==> src/rtl/telemetry_reader.sv <==
// Sweeps the target telemetry bank and streams each target's record as bytes over valid/ready.
// Optional per-record XOR checksum byte: define TELEM_CHECKSUM_EN.
//
// state | meaning
// IDLE  | waiting for start; no stream output
// ADDR  | readSel driven with the current target index
// CAPT  | bank outputs captured into the holding registers
// SEND  | record bytes emitted from the holding registers
module telemetry_reader #(
    parameter int NUM_TARGETS = 16
) (
    input  logic       clk,
    input  logic       rst,
    input  logic       start,
    output logic [3:0] readSel,
    input  logic [7:0] readX,
    input  logic [7:0] readY,
    input  logic [7:0] readZ,
    input  logic [7:0] readT,
    output logic [7:0] outData,
    output logic       outValid,
    input  logic       outReady,
    output logic       outLast,
    output logic       busy,
    output logic       done
);

`ifdef TELEM_CHECKSUM_EN
    localparam logic [2:0] LAST_BYTE = 3'd5;
`else
    localparam logic [2:0] LAST_BYTE = 3'd4;
`endif
    localparam logic [3:0] LAST_IDX = 4'(NUM_TARGETS - 1);

    typedef enum logic [1:0] {IDLE, ADDR, CAPT, SEND} state_t;

    state_t     state, state_nxt;
    logic [3:0] idx;
    logic [2:0] cnt;
    logic [7:0] hold_x, hold_y, hold_z, hold_t;
    logic [7:0] header;
    logic       done_r;
    logic       fire, rec_end, sweep_end;

    assign header    = {4'hA, idx};
    assign fire      = outValid && outReady;
    assign rec_end   = fire && (cnt == LAST_BYTE);
    assign sweep_end = rec_end && (idx == LAST_IDX);
    assign readSel   = idx;
    assign done      = done_r;

    always_ff @(posedge clk or negedge rst) begin
        if (!rst) state <= IDLE;
        else      state <= state_nxt;
    end

    always_comb begin
        state_nxt = state;
        case (state)
            IDLE: if (start) state_nxt = ADDR;
            ADDR: state_nxt = CAPT;
            CAPT: state_nxt = SEND;
            SEND: if (rec_end) state_nxt = (idx == LAST_IDX) ? IDLE : ADDR;
            default: state_nxt = IDLE;
        endcase
    end

    // Index returns to 0 at the end of a sweep so readSel rests at 0 in IDLE.
    always_ff @(posedge clk or negedge rst) begin
        if (!rst) begin
            idx    <= 4'd0;
            cnt    <= 3'd0;
            hold_x <= 8'd0;
            hold_y <= 8'd0;
            hold_z <= 8'd0;
            hold_t <= 8'd0;
            done_r <= 1'b0;
        end else begin
            done_r <= sweep_end;
            if (state == IDLE && start) idx <= 4'd0;
            if (rec_end) idx <= sweep_end ? 4'd0 : idx + 4'd1;
            if (state == CAPT) begin
                cnt    <= 3'd0;
                hold_x <= readX;
                hold_y <= readY;
                hold_z <= readZ;
                hold_t <= readT;
            end else if (fire) begin
                cnt <= cnt + 3'd1;
            end
        end
    end

    always_comb begin
        outData  = 8'd0;
        outValid = 1'b0;
        outLast  = 1'b0;
        busy     = (state != IDLE);
        if (state == SEND) begin
            outValid = 1'b1;
            outLast  = (cnt == LAST_BYTE) && (idx == LAST_IDX);
            case (cnt)
                3'd0:    outData = header;
                3'd1:    outData = hold_x;
                3'd2:    outData = hold_y;
                3'd3:    outData = hold_z;
                3'd4:    outData = hold_t;
`ifdef TELEM_CHECKSUM_EN
                3'd5:    outData = header ^ hold_x ^ hold_y ^ hold_z ^ hold_t;
`endif
                default: outData = 8'd0;
            endcase
        end
    end

endmodule

==> config.mk <==
export PLATFORM = sky130hd
export DESIGN_NAME = telemetry_reader
export DESIGN_NICKNAME = d
export VERILOG_FILES = /design/src/rtl/telemetry_reader.sv
export SDC_FILE = /design/constraint.sdc
export NUM_CORES = 1
export LEC_CHECK = 0
export ABC_AREA = 0
export CAP_MARGIN = 15
export CORE_MARGIN = 4
export CORE_UTILIZATION = 25
export CTS_CLUSTER_SIZE = 8
export DETAILED_ROUTE_END_ITERATION = 8
export GPL_TIMING_DRIVEN = 0
export MAX_ROUTING_LAYER = met4
export PLACE_DENSITY = 0.55
export SYNTH_ARGS = -nofsm -noshare
export SYNTH_HDL_FRONTEND = slang
export SYNTH_SLANG_ARGS = --single-unit
==> constraint.sdc <==
create_clock -name clk -period 4.3 [get_ports clk]
set_input_delay 0.86 -clock clk [delete_from_list [all_inputs] [get_ports clk]]
set_output_delay 0.86 -clock clk [all_outputs]
set_load 0.005 [all_outputs]
==> impl_metrics.env <==
export IMPL_p_leak_nw=1.16
export IMPL_grt_total_usage_pct=11.2
export IMPL_status="completed"
export IMPL_finalPower_mw=1.83
export IMPL_period_share_pct=80.6
export IMPL_tightest_slew_ns=0.460
export IMPL_avgSynthCellArea_um2=12.2
export IMPL_ctsResizeCount=0
export IMPL_cts_tree="yes"
export IMPL_clockBufferDepth=2
export IMPL_vias_per_cell=4.74
export IMPL_arrival_ns=2.61
export IMPL_grt_pass1_wl_um=8540
export IMPL_skew_ns=0.00649
export IMPL_grt_pass1_vias=1633
export IMPL_core_mm2=0.00826
export IMPL_setup_viol=0
export IMPL_cap_violations=0
export IMPL_numCtsBuffers=5
export IMPL_cts_hold_buf=0
export IMPL_initial_core_util_pct=25.8
export IMPL_startpoint_type="register"
export IMPL_final_hold_violation_count=0
export IMPL_required_ns=3.44
export IMPL_wl_um=5250
export IMPL_drv_slew=0
export IMPL_drive_gt1_share_pct=23.8
export IMPL_endpoint_kind="output pin"
export IMPL_clkLatencyLatePin_ns=0.30
export IMPL_yosysWarnings=0
export IMPL_die_area_mm2=0.0101
export IMPL_synth_seq_cells=42
export IMPL_period_needed_ns=3.47
export IMPL_rows=33
export IMPL_port_buffers=51
export IMPL_drtAntennaViolNets=0
export IMPL_clkTransAtPathRegs_ns=0.08
export IMPL_dr_total_vias=1612
export IMPL_tns_ns=0
export IMPL_grt_ovfl_total=0
export IMPL_postCtsSetupBuffers=0
export IMPL_fp_dieH_um=100
export IMPL_peakVddDrop_mv=0.224
export IMPL_grt_start_max_net_pins=33
export IMPL_antennaDiodeCount=0
export IMPL_antenna_found_initial=0
export IMPL_path_max_fanout=8
export IMPL_fin_nets=280
export IMPL_dpl_hpwl_um=3970
export IMPL_syn_inst=175
export IMPL_cts_root_buffer="clkbuf_8"
export IMPL_syn_to_final_growth_pct=35.9
export IMPL_firstDrtPassIters=4
export IMPL_holdCritPathClass="input port to asynchronous set/reset pin"
export IMPL_clock_fmax_mhz=288
export IMPL_place_gp_congestion=0.803
export IMPL_syn_area_mm2=0.00213
export IMPL_postPlaceCellArea_mm2=0.00279
export IMPL_dp_slack_ns=1.13
export IMPL_ios=52
export IMPL_maxSlewHeadroom_pct=69.3
export IMPL_wl_per_cell_um=15.5
export IMPL_layout_setup_ws_ns=0.833
export IMPL_final_util_pct=35.1
export IMPL_clkSinkCount=42
export IMPL_synth_fp_nets=221
export IMPL_ys_seq_area_share_pct=49.2
export IMPL_p_per_area_mw_per_mm2=632
export IMPL_rsz0062_at_grt="false"
export IMPL_design_area_mm2=0.00290
export IMPL_synth_cell_types=34
export IMPL_drc_errors=0
export IMPL_cts_htree_levels=2
export IMPL_dieWidth_um=100
export IMPL_drt_initial_drc_count=67
export IMPL_worst_setup_path_type="register to output pin"
[worst paths after layout]
| path | startpoint | end | slack (ns) | depth (start not counted) |
|---|---|---|---|---|
| max | cnt[2]$_DFFE_PN0P_ | outData[1] | 0.83 | 6 |
| min | rst | hold_t[2]$_DFFE_PN0P_ | 0.41 | 1 |
| max reg2reg | state[0]$_DFFE_PN0P_ | hold_y[0]$_DFFE_PN0P_ | 2.59 | 5 |
| min reg2reg | hold_x[6]$_DFFE_PN0P_ | hold_x[6]$_DFFE_PN0P_ | 0.51 | 1 |
| max in group asynchronous | rst | cnt[2]$_DFFE_PN0P_ | 3.43 | 2 |
| min in group clk | hold_x[6]$_DFFE_PN0P_ | hold_x[6]$_DFFE_PN0P_ | 0.51 | 1 |
[worst max-delay path, stage by stage (launching register included)]
cell	delay, ns
dfrtp_1	0.42
inv_1	0.27
ha_1	0.20
clkbuf_1	0.37
a32oi_1	0.15
a311oi_1	0.34
clkdlybuf4s50_1	0.56
[cells in the mapped netlist (all sizes together)]
library cell  count  area [um2]
nand4             1        12.5
and4              1        11.3
dfrtp            42        1050
ha               10         125
xnor2             1        8.76
a222oi            2        20.0
a22o              1        8.76
clkbuf            1        3.75
or3               1        11.3
a311oi            5        50.0
a41oi             1        8.76
a2bb2oi           1        8.76
a32oi             9        78.8
nand2            14        52.6
nand3             8        40.0
nor2              4        15.0
nor2b             3        26.3
nor3              1        5.00
a21oi             4        31.3
a31oi             1        6.26
mux2             33         372
buf               9        56.3
mux2i             2        20.0
o21ai             2        10.0
a21o              2        15.0
inv               9        33.8
a22oi             2        15.0
a211oi            5        37.5
[cells by family (layout without fill, tap and decap cells)]
group	after synthesis	count (layout)	synth area share, %
DFF	42	42	49.2
buffers and inverters	19	79	4.40
AOI/OAI and AO/OA	35	35	13.6
xor gates and xnor gates	1	1	0.410
adders and majority gates	10	10	5.86
muxes	35	35	18.3
and+or+nand+nor	33	33	8.15
[registers in the layout, indices dropped and copies added, names as in the netlist]
name     flops
hold_t       8
hold_x       8
hold_y       8
hold_z       8
readSel      4
cnt          3
state        2
done         1
[where the power goes]
group / switching, mW / leakage, nW / internal (mW)
Sequential: 0.109 / 0.508 / 0.579
Combinational: 0.380 / 0.606 / 0.452
Clock: 0.139 / 0.0514 / 0.173
[layout make-up]
cell class	count	area, um2
inverters	9	33.8
flip-flops and latches	42	1050
clock buffers	6	72.6
well taps	105	131
multi-input cells	114	990
plain buffers	10	60.1
repair buffers	52	526
fillers	875	5360
clock inverters	2	37.5
[routing by layer]
metal / vias up / global-route usage [%] / routed length, um
li1: 769 / - / -
met1: 792 / 14.8 / 2530
met2: 41 / 17.0 / 2400
met3: 10 / 2.71 / 261
met4: 0 / 3.73 / 63
met5: - / - / 0
[metrics by stage]
stage	hold WS, ns	instances
after detailed placement	0.495	332
final	0.414	340
after global routing	0.407	340
after global placement	0.491	331
after floorplan	0.480	175
after CTS	0.417	340
[layout by cell type (no fill, tap or decap), types with 3 or more instances in the layout]
master	synthesis	layout
nor2_1	4	4
buf_2	6	7
clkbuf_8	0	5
ha_1	10	10
nand2_1	14	14
nand3_1	8	8
a311oi_1	4	4
clkdlybuf4s50_1	0	50
dfrtp_1	42	42
a21oi_1	3	3
a32oi_1	9	9
a211oi_1	5	5
inv_1	9	9
mux2_2	32	32
Power figures use the tool's default switching activity.
